`src/rtl/alu_mc_pkg.sv`:
```
// -----------------------------------------------------------------------------
// alu_mc_pkg
// Shared definitions for the multi-cycle ALU (alu_mc) and its iterative
// multiply/divide engine (muldiv_iter):
//   - opcode constants (4-bit encodings)
//   - FSM state type
//   - is_iterative(): true for opcodes that need the multi-cycle engine
// Optional feature macro: ALU_MC_MULDIV_EN (consumed by alu_mc).
// -----------------------------------------------------------------------------
package alu_mc_pkg;

    localparam logic [3:0] OP_AND   = 4'b0000;
    localparam logic [3:0] OP_OR    = 4'b0001;
    localparam logic [3:0] OP_ADD   = 4'b0010;
    localparam logic [3:0] OP_XOR   = 4'b0011;
    localparam logic [3:0] OP_MUL   = 4'b0100;
    localparam logic [3:0] OP_MULHU = 4'b0101;
    localparam logic [3:0] OP_SUB   = 4'b0110;
    localparam logic [3:0] OP_EQ    = 4'b1000;
    localparam logic [3:0] OP_DIV   = 4'b1001;
    localparam logic [3:0] OP_DIVU  = 4'b1010;
    localparam logic [3:0] OP_REM   = 4'b1011;
    localparam logic [3:0] OP_SLT   = 4'b1100;
    localparam logic [3:0] OP_REMU  = 4'b1101;
    localparam logic [3:0] OP_SLTU  = 4'b1110;

    typedef enum logic [1:0] {
        IDLE = 2'd0,
        CALC = 2'd1,
        DONE = 2'd2
    } state_t;

    function automatic logic is_iterative(input logic [3:0] op);
        case (op)
            OP_MUL, OP_MULHU, OP_DIV, OP_DIVU, OP_REM, OP_REMU: return 1'b1;
            default:                                            return 1'b0;
        endcase
    endfunction

endpackage

```
`src/rtl/alu_mc_muldiv_iter.sv`:
```
// -----------------------------------------------------------------------------
// muldiv_iter
// Bit-serial engine: shift-add multiplier and restoring divider, one result
// bit per clock.  Operands are captured on start; DATA_WIDTH steps follow.
// done is asserted during the final step and result carries the value that
// the final step produces, so the parent can register it on that same edge.
// Ports:
//   clk, rst_n  clock, synchronous active-low reset
//   start       load operands/opcode and begin (ignored while abort is high)
//   abort       drop any operation in progress
//   op          opcode (MUL, MULHU, DIV, DIVU, REM, REMU)
//   src_a/src_b operands (dividend/divisor for division)
//   done        final step is happening this cycle
//   result      finished result, valid while done is high
// -----------------------------------------------------------------------------
module muldiv_iter
    import alu_mc_pkg::*;
#(
    parameter int DATA_WIDTH = 32
) (
    input  logic                  clk,
    input  logic                  rst_n,
    input  logic                  start,
    input  logic                  abort,
    input  logic [3:0]            op,
    input  logic [DATA_WIDTH-1:0] src_a,
    input  logic [DATA_WIDTH-1:0] src_b,
    output logic                  done,
    output logic [DATA_WIDTH-1:0] result
);

    localparam int W     = DATA_WIDTH;
    localparam int CNT_W = $clog2(DATA_WIDTH);

    logic [3:0]       op_q;
    logic [W-1:0]     hi_q;
    logic [W-1:0]     lo_q;
    logic [W-1:0]     m_q;
    logic             neg_q;
    logic             neg_r;
    logic             busy;
    logic [CNT_W-1:0] cnt;

    logic             mul_op;
    logic             start_signed;
    logic             a_neg;
    logic             b_neg;
    logic [W:0]       mul_sum;
    logic [W:0]       div_shift;
    logic [W:0]       div_diff;
    logic             div_take;
    logic [W-1:0]     hi_n;
    logic [W-1:0]     lo_n;

    assign mul_op       = (op_q == OP_MUL) || (op_q == OP_MULHU);
    assign start_signed = (op == OP_DIV) || (op == OP_REM);
    assign a_neg        = start_signed & src_a[W-1];
    assign b_neg        = start_signed & src_b[W-1];
    assign done         = busy && (cnt == CNT_W'(W - 1));

    // Multiply: {hi,lo} starts as {0, multiplier}; each step adds the
    // multiplicand into hi when lo[0] is set and shifts the pair right.
    // Divide: {hi,lo} starts as {0, |dividend|}; each step shifts one
    // dividend bit into hi, subtracts |divisor| if it fits and shifts the
    // quotient bit into lo.  A zero divisor forces every subtraction to
    // "fit", which naturally yields an all-ones quotient and a remainder
    // equal to the dividend magnitude.
    always_comb begin
        mul_sum   = {1'b0, hi_q} + (lo_q[0] ? {1'b0, m_q} : '0);
        div_shift = {hi_q, lo_q[W-1]};
        div_diff  = div_shift - {1'b0, m_q};
        div_take  = ~div_diff[W] | (m_q == '0);
        if (mul_op) begin
            hi_n = mul_sum[W:1];
            lo_n = {mul_sum[0], lo_q[W-1:1]};
        end else begin
            hi_n = div_take ? div_diff[W-1:0] : div_shift[W-1:0];
            lo_n = {lo_q[W-2:0], div_take};
        end
    end

    // Signed results are restored from the unsigned magnitudes: the quotient
    // is negated when operand signs differ, the remainder follows the dividend.
    always_comb begin
        result = '0;
        case (op_q)
            OP_MUL:           result = lo_n;
            OP_MULHU:         result = hi_n;
            OP_DIV, OP_DIVU:  result = neg_q ? -lo_n : lo_n;
            OP_REM, OP_REMU:  result = neg_r ? -hi_n : hi_n;
            default:          result = '0;
        endcase
    end

    always_ff @(posedge clk) begin
        if (!rst_n) begin
            op_q  <= '0;
            hi_q  <= '0;
            lo_q  <= '0;
            m_q   <= '0;
            neg_q <= 1'b0;
            neg_r <= 1'b0;
            busy  <= 1'b0;
            cnt   <= '0;
        end else if (abort) begin
            busy <= 1'b0;
            cnt  <= '0;
        end else if (start) begin
            op_q <= op;
            busy <= 1'b1;
            cnt  <= '0;
            hi_q <= '0;
            if ((op == OP_MUL) || (op == OP_MULHU)) begin
                lo_q  <= src_b;
                m_q   <= src_a;
                neg_q <= 1'b0;
                neg_r <= 1'b0;
            end else begin
                lo_q  <= a_neg ? -src_a : src_a;
                m_q   <= b_neg ? -src_b : src_b;
                // Divide-by-zero keeps the all-ones quotient unsigned.
                neg_q <= (a_neg ^ b_neg) && (src_b != '0);
                neg_r <= a_neg;
            end
        end else if (busy) begin
            hi_q <= hi_n;
            lo_q <= lo_n;
            cnt  <= cnt + CNT_W'(1);
            if (done) begin
                busy <= 1'b0;
            end
        end
    end

endmodule

```
`src/rtl/alu_mc.sv`:
```
// -----------------------------------------------------------------------------
// alu_mc
// Multi-cycle ALU with valid/ready handshakes on both sides.  Single-cycle
// ops complete the cycle after accept; iterative ops (multiply/divide) run
// through muldiv_iter and complete DATA_WIDTH+1 cycles after accept.
// Optional feature macro: ALU_MC_MULDIV_EN.  When undefined the iterative
// opcodes behave as unlisted opcodes (result 0, single cycle) and neither the
// CALC path nor the iterative datapath is built.
// Ports:
//   clk, rst_n           clock, synchronous active-low reset
//   in_valid / in_ready  operation handshake (in_ready only in IDLE)
//   SrcA, SrcB           operands, captured at accept
//   Operation            opcode, captured at accept
//   flush                abort in-flight work; returns to IDLE next cycle
//   out_valid/out_ready  result handshake
//   ALUResult            registered result, held while out_valid waits
// -----------------------------------------------------------------------------
module alu_mc
    import alu_mc_pkg::*;
#(
    parameter int DATA_WIDTH    = 32,
    parameter int OPCODE_LENGTH = 4
) (
    input  logic                     clk,
    input  logic                     rst_n,
    input  logic                     in_valid,
    output logic                     in_ready,
    input  logic [DATA_WIDTH-1:0]    SrcA,
    input  logic [DATA_WIDTH-1:0]    SrcB,
    input  logic [OPCODE_LENGTH-1:0] Operation,
    input  logic                     flush,
    output logic                     out_valid,
    input  logic                     out_ready,
    output logic [DATA_WIDTH-1:0]    ALUResult
);

    state_t                state_q;
    state_t                state_d;
    logic                  accept;
    logic [3:0]            op_low;
    logic                  op_high_zero;
    logic [DATA_WIDTH-1:0] single_result;
    logic [DATA_WIDTH-1:0] result_d;
    logic                  load_result;

    assign in_ready     = (state_q == IDLE);
    assign out_valid    = (state_q == DONE);
    assign accept       = in_valid && in_ready && !flush;
    // Opcodes wider than 4 bits are only recognised when the extra bits are 0.
    assign op_low       = Operation[3:0];
    assign op_high_zero = ((Operation >> 4) == '0);

    always_comb begin
        single_result = '0;
        if (op_high_zero) begin
            case (op_low)
                OP_AND:  single_result = SrcA & SrcB;
                OP_OR:   single_result = SrcA | SrcB;
                OP_XOR:  single_result = SrcA ^ SrcB;
                OP_ADD:  single_result = SrcA + SrcB;
                OP_SUB:  single_result = SrcA - SrcB;
                OP_EQ:   single_result = DATA_WIDTH'(SrcA == SrcB);
                OP_SLT:  single_result = DATA_WIDTH'($signed(SrcA) < $signed(SrcB));
                OP_SLTU: single_result = DATA_WIDTH'(SrcA < SrcB);
                default: single_result = '0;
            endcase
        end
    end

`ifdef ALU_MC_MULDIV_EN
    logic                  start_iter;
    logic                  md_done;
    logic [DATA_WIDTH-1:0] md_result;

    assign start_iter = accept && op_high_zero && is_iterative(op_low);

    muldiv_iter #(
        .DATA_WIDTH (DATA_WIDTH)
    ) u_muldiv (
        .clk    (clk),
        .rst_n  (rst_n),
        .start  (start_iter),
        .abort  (flush),
        .op     (op_low),
        .src_a  (SrcA),
        .src_b  (SrcB),
        .done   (md_done),
        .result (md_result)
    );
`endif

    // Flush overrides everything else, so neither an accept nor a result
    // load can happen in a flush cycle.
    always_comb begin
        state_d     = state_q;
        load_result = 1'b0;
        result_d    = single_result;
        if (flush) begin
            state_d = IDLE;
        end else begin
            case (state_q)
                IDLE: begin
                    if (accept) begin
`ifdef ALU_MC_MULDIV_EN
                        if (start_iter) begin
                            state_d = CALC;
                        end else begin
                            state_d     = DONE;
                            load_result = 1'b1;
                        end
`else
                        state_d     = DONE;
                        load_result = 1'b1;
`endif
                    end
                end
`ifdef ALU_MC_MULDIV_EN
                CALC: begin
                    if (md_done) begin
                        state_d     = DONE;
                        load_result = 1'b1;
                        result_d    = md_result;
                    end
                end
`endif
                DONE: begin
                    if (out_ready) begin
                        state_d = IDLE;
                    end
                end
                default: state_d = IDLE;
            endcase
        end
    end

    always_ff @(posedge clk) begin
        if (!rst_n) begin
            state_q   <= IDLE;
            ALUResult <= '0;
        end else begin
            state_q <= state_d;
            if (load_result) begin
                ALUResult <= result_d;
            end
        end
    end

endmodule

```
`config.mk`:
```
export PLATFORM = sky130hd
export DESIGN_NAME = alu_mc
export DESIGN_NICKNAME = d
export VERILOG_FILES = /design/src/rtl/alu_mc_pkg.sv /design/src/rtl/alu_mc_muldiv_iter.sv /design/src/rtl/alu_mc.sv
export SDC_FILE = /design/constraint.sdc
export NUM_CORES = 1
export LEC_CHECK = 0
export BUFFER_PORTS_ARGS = -buffer_cell sky130_fd_sc_hd__buf_4
export CORE_MARGIN = 2
export CORE_UTILIZATION = 34
export DETAILED_ROUTE_END_ITERATION = 10
export RECOVER_POWER = 100
export SKIP_CTS_REPAIR_TIMING = 1
export SLEW_MARGIN = 20
export SYNTH_ARGS = -nofsm -noshare
export SYNTH_HDL_FRONTEND = slang
export SYNTH_HIERARCHICAL = 1
export SYNTH_SLANG_ARGS = --single-unit
export TNS_END_PERCENT = 1
```
`constraint.sdc`:
```
create_clock -name clk -period 5.7 [get_ports clk]
set_clock_uncertainty 0.15 [all_clocks]
set_input_delay 0.57 -clock clk [delete_from_list [all_inputs] [get_ports clk]]
set_output_delay 0.57 -clock clk [all_outputs]
set_load 0.01 [all_outputs]
```
==> results of run 1 <==
[final cells by class]
cell class                 count  area share
timing repair buffer         116      0.0984
clock inverter                 1    0.000673
sequential                    33      0.0888
multi-input combinational    780       0.706
inverter                     100      0.0504
tap                          234      0.0393
clock buffer                   5      0.0168
[cells in the mapped netlist, types with 14 or more instances]
library cell and n:
o21bai_1 14, a21oi_1 123, dfxtp_1 33, clkbuf_1 50
inv_1 100, o21ai_0 63, a211oi_1 23, a21o_1 22
ha_1 98, nor2_1 93, nor3_1 26, nand3_1 18
o31ai_1 14, nand2_1 83
[kinds of logic after synthesis]
kind of cell             Yosys count  synth area share
flip-flops                        33             0.101
buffers and inverters            162            0.0957
XOR/XNOR                           6           0.00804
AND/OR/NAND/NOR                  292             0.208
adder cells (fa/ha/maj)          100             0.194
AO/OA/AOI/OAI                    373             0.379
multiplexers                       9            0.0142
[sequential cells by signal, indices dropped and copies added (netlist names)]
signal / cells
ALUResult: 32
state_q: 1
[worst max-delay path, stage by stage]
cell and delay, ps:
clkbuf_1 1860, nor2b_1 170, nand2_1 210, clkbuf_1 600, nor3_1 110, nand2_1 90
o21ai_0 80, a41oi_1 260, and4_1 220, o311a_1 170, o21ai_0 70
[placed cells by master, fill, tap and decap left out, drive strengths merged, types with 14 or more instances in the layout]
cell type and count:
dfxtp 33, inv 100, o31ai 14, o21ai 64, nand2 83, o21bai 16, a21o 22, clkbuf 42
nor2 93, a211oi 23, nor3 27, nand3 18, a21oi 123, buf 79, ha 98
[report_power, final]
group,switching [mW],internal [mW]
sequential,0.00364,0.235
combinational,0.365,0.211
clock,0.121,0.157
[per-layer routing]
layer  vias to the layer above  routed length (µm)
li1                       3643                   -
met1                      3578               10500
met2                       400               10900
met3                        55                2060
met4                         0                 718
met5                         -                   0
[how the worst max path moves through the flow]
stage,start,endpoint,slack [ps]
global placement,SrcA[0],ALUResult[28]$_SDFFE_PN0P_,1710
detailed placement,SrcA[0],ALUResult[28]$_SDFFE_PN0P_,1700
finish,Operation[0],ALUResult[24]$_SDFFE_PN0P_,1260
global route,Operation[0],ALUResult[8]$_SDFFE_PN0P_,1010
CTS,SrcA[0],ALUResult[28]$_SDFFE_PN0P_,1970
floorplan,SrcA[10],ALUResult[29]$_SDFFE_PN0P_,2190
[stage by stage]
| stage | cells | total power [mW] | utilization |
|---|---|---|---|
| 3_3_place_gp | 1263 | 0.811 | 0.397 |
| 5_1_grt | 1269 | 1.16 | 0.396 |
| 6_report | 1269 | 1.09 | 0.396 |
| 2_1_floorplan | 975 | 0.630 | - |
| 3_5_place_dp | 1263 | 0.811 | 0.397 |
| 4_1_cts | 1269 | 1.09 | 0.404 |
==> results.md, run 1 <==
- Status: complete, but fails checks
- Failing checks: capacitance limit, slew limit
- DRT Pass-1 Iters: 6
- RSZ-0062 raised after global routing: false
- Rel. slew slack: -0.786
- Mapped Nets: 1,148
- Setup_tns: 0 ps
- Worst hold path type: in2reg
- DRC viols: 0
- M3 GR Usage: 0.0278
- Largest cells by area after synthesis: ha_1 (19%), dfxtp_1 (10%), a21oi_1 (9.4%), inv_1 (5.7%), nor2_1 (5.3%)
- Initial antenna violation count: 0
- Number of fill cells: 2,086
- Nets: 1,209
- Clock Sinks: 33
- CTS root buf: clkbuf_16
- R2R depth: 8
- Top Ports: 107
- Final cycle utilization of the critical path: 0.778
- Peak supply drop: 111 µV
- R2R Path End: ALUResult[26]$_SDFFE_PN0P_
- Place WS: 1700 ps
- Sequential cell area fraction in the yosys report: 0.101
- Die area: 20,300 µm²
- Worst setup slack after layout: 1260 ps
- Wire length per cell: 19.1 µm
- CP startpoint kind: input pin
- Reg2reg start: state_q[1]$_SDFFE_PP0P_
- Final instance area: 7440 µm²
- H-Tree Level Count: 2
- Multi-input gate area: 5250 µm²
- FMAX: 225 MHz
- Hold endpoint: state_q[1]$_SDFFE_PP0P_
- Syn. warnings: 6
- Synthesis-to-layout area growth: 13.9%
- Cells after synthesis: 975
- Number of antenna repair diodes: 0
- Total Wirelength: 24,200 µm
- CP Max Fanout: 57
- Placed cell areas: 7450 µm²
- Initial drt markers: 812
- WP data required: 5710 ps
- Cell Area, Synth: 6530 µm²
- Final hold vios: 0
- Deepest clock path buffer count: 2
- Grt peak-use layer: met2
- Vias in the first global route: 6,967
- Post-route ant nets: 0
- Largest area contributor in the netlist: ha_1
- Reg area: 661 µm²
- Post-synth top flop: dfxtp_1
- Largest net degree at the start of global routing: 58
- Cell leakage power: 3.31 nW
- Synth top area share: 0.188
- Die height: 143 µm
- Reg clk slew, reported paths: 60 ps
- Worst Tran Pin Value: 2680 ps
- IO Port Bufs: 106
- Endpoints failing setup: 0
- Setup CP Type: in2reg
- Unique cell type count in the Yosys netlist: 75
- Die width: 143 µm
- Flops & latches, synth: 33
- CTS buffer count: 5
- Initial Utilization: 0.348
- Worst Hold Launch: flush
- HPWL reported at the end of detailed placement: 18,200 µm
- Crit end category: flip-flop
- Crit path DAT: 4450 ps
- # rows: 50
- Pins Over Slew Limit: 58
- Post-layout min period: 4440 ps
- DR vias: 7,676
- Number of synthesized flops with an enable pin: 0
- Layout cells sized above 1: 0.105
- M1 GR Usage: 0.319
- Met2 usage: 0.381
- Hold_ws: 310 ps
- Async SR Flop Fraction: 0
- Reg2reg setup slack: 3120 ps
- Max-cap violation count: 1
- Vias/cell: 6.05
- First-pass GRT wire length: 37,500 µm
- All-layer global routing usage: 0.231
- Latest clock arrival within the worst-skew pair: 280 ps
- Hold Path Cell Cnt: 2
- Core region area: 18,800 µm²
- Average size of a mapped cell: 6.70 µm²
- CTS tree: built
- Routability cong.: 0.929
- PwrDens: 147 nW/µm²
- Gr ovfl total: 0
Note: power is estimated with default switching activity, not from simulation.
==> run 2: changes to the inputs <==
==> constraint.sdc (replaced) <==
create_clock -name clk -period 4.2 [get_ports clk]
set_clock_uncertainty 0.15 [all_clocks]
set_input_delay 0.42 -clock clk [delete_from_list [all_inputs] [get_ports clk]]
set_output_delay 0.42 -clock clk [all_outputs]
set_load 0.01 [all_outputs]
==> results.md, run 2 (synthesis results as in run 1) <==
- Vias/cell: 5.96 (-1.5%)
- Peak supply drop: 131 µV (+18%)
- Die area: 20,300 µm² (unchanged)
- Hold_ws: 154 ps (-156 ps)
- Top reg by flops: ALUResult
- Status: complete, but fails checks
- CTS buffer count: 5 (unchanged)
- Worst hold path type: in2reg
- Initial Utilization: 0.348 (unchanged)
- H-Tree Level Count: 2 (unchanged)
- DR vias: 7,656 (-0.26%)
- Most frequent cells in the layout: a21oi_1 (123), inv_1 (100), ha_1 (98), nor2_1 (93), buf_4 (90)
- Clock Sinks: 33 (unchanged)
- Latest clock arrival within the worst-skew pair: 300 ps (+20 ps)
- CTS tree: built
- Placed cells: 1,279 (+1.3%)
- RSZ-0062 raised after global routing: false
- Family with the most delay on the worst path: simple AND/OR/NAND/NOR gates
- Post-layout min period: 3570 ps
- CP max-delay cell: and2_0
- WP data required: 4230 ps (-1480 ps)
- HPWL reported at the end of detailed placement: 18,700 µm (+3.0%)
- Deepest clock path buffer count: 2 (unchanged)
- Commonest non-fill, non-tap cell in the layout: a21oi_1
- CP Cell Sequence: clkbuf_2, nand2b_1, nor2_1, and2_0, clkbuf_1, nand3_1, o311a_1, a2111oi_0
- Layout cells sized above 1: 0.114 (+0.00886)
- CP bufs+invs: 2 (unchanged)
- CTS root buf: clkbuf_16
- Total Wirelength: 24,500 µm (+1.4%)
- Final hold vios: 0 (unchanged)
- DRT Pass-1 Iters: 5 (-1)
- # rows: 50 (unchanged)
- Rel. slew slack: -0.0133 (+0.773)
- FMAX: 280 MHz
- Synthesis-to-layout area growth: 15.4%
- Regs by FF count: ALUResult x32, state_q x1
- Cell leakage power: 3.37 nW (+1.9%)
- Largest net degree at the start of global routing: 41 (-29%)
- Top Ports: 107 (unchanged)
- Crit end category: flip-flop
- Critical path's largest stage delay: 1200 ps (-660 ps)
- Vias in the first global route: 7,136 (+2.4%)
- Setup_tns: 0 ps (unchanged)
- CP Max Fanout: 29 (-49%)
- Wire length per cell: 19.1 µm (+0.11%)
- Gr ovfl total: 0 (unchanged)
- Number of fill cells: 2,071 (-0.72%)
- Max FFs per register: 32 (unchanged)
- Crit path DAT: 3600 ps (-850 ps)
- Die width: 143 µm (unchanged)
- Core region area: 18,800 µm² (unchanged)
- Max-cap violation count: 1 (unchanged)
- Failing checks: capacitance limit, slew limit
- Fin cells: 1,285 (+1.3%)
- CP startpoint kind: input pin
- IO Port Bufs: 106 (unchanged)
- Nets: 1,225 (+1.3%)
- DRC viols: 0 (unchanged)
- Initial antenna violation count: 0 (unchanged)
- Initial drt markers: 831 (+2.3%)
- Final cycle utilization of the critical path: 0.850
- Routability cong.: 0.988 (+6.5%)
- Endpoints failing setup: 0 (unchanged)
- Number of antenna repair diodes: 0 (unchanged)
- Pins Over Slew Limit: 25 (-57%)
- First-pass GRT wire length: 38,200 µm (+1.6%)
- Die height: 143 µm (unchanged)
- Multi-input gate area: 5250 µm² (about the same)
- Worst Tran Pin Value: 1520 ps (-1160 ps)
- All-layer global routing usage: 0.235 (+0.00467)
- PwrDens: 199 nW/µm² (+36%)
- Setup CP Type: in2reg
- Post-route ant nets: 0 (unchanged)
- Reg clk slew, reported paths: 60 ps (about the same)
- Reg area: 661 µm² (unchanged)
[run 2: power by group]
group          internal, mW  switching (mW)  total, mW
clock network         0.213           0.166      0.379
registers             0.320         0.00474      0.324
logic                 0.297           0.503      0.799
[run 2: metal layers]
metal,part of all wire,global-route usage,up-vias
met2,0.46,0.387,374
li1,-,-,3651
met5,0,0,-
met1,0.43,0.317,3570
met4,0.028,0.0703,0
met3,0.081,0.0366,61
[run 2: path summary, 6_finish.rpt]
kind	start	slack [ps]	cells past startpoint	to
setup / recovery	Operation[1]	630	8	ALUResult[28]$_SDFFE_PN0P_
hold / removal	flush	150	2	state_q[1]$_SDFFE_PP0P_
setup reg to reg	state_q[1]$_SDFFE_PP0P_	2160	8	ALUResult[26]$_SDFFE_PN0P_
hold reg to reg	ALUResult[19]$_SDFFE_PN0P_	310	2	ALUResult[19]$_SDFFE_PN0P_
[run 2: layout make-up]
type | instances | area share
inverter | 100 | 0.0498
timing repair buffer | 132 | 0.111
clock inverter | 1 | 0.000664
sequential | 33 | 0.0876
multi-input combinational | 780 | 0.696
tap | 234 | 0.0388
clock buffer | 5 | 0.0166
[run 2: stage by stage]
| stage | cell area (µm²) | utilization | total power, mW | setup slack [ps] |
|---|---|---|---|---|
| 2_1_floorplan | 6530 | - | 0.855 | 835 |
| 3_3_place_gp | 7570 | 0.403 | 1.12 | 486 |
| 3_5_place_dp | 7570 | 0.403 | 1.12 | 420 |
| 4_1_cts | 7700 | 0.410 | 1.50 | 704 |
| 5_1_grt | 7540 | 0.402 | 1.59 | 330 |
| 6_report | 7540 | 0.402 | 1.50 | 629 |
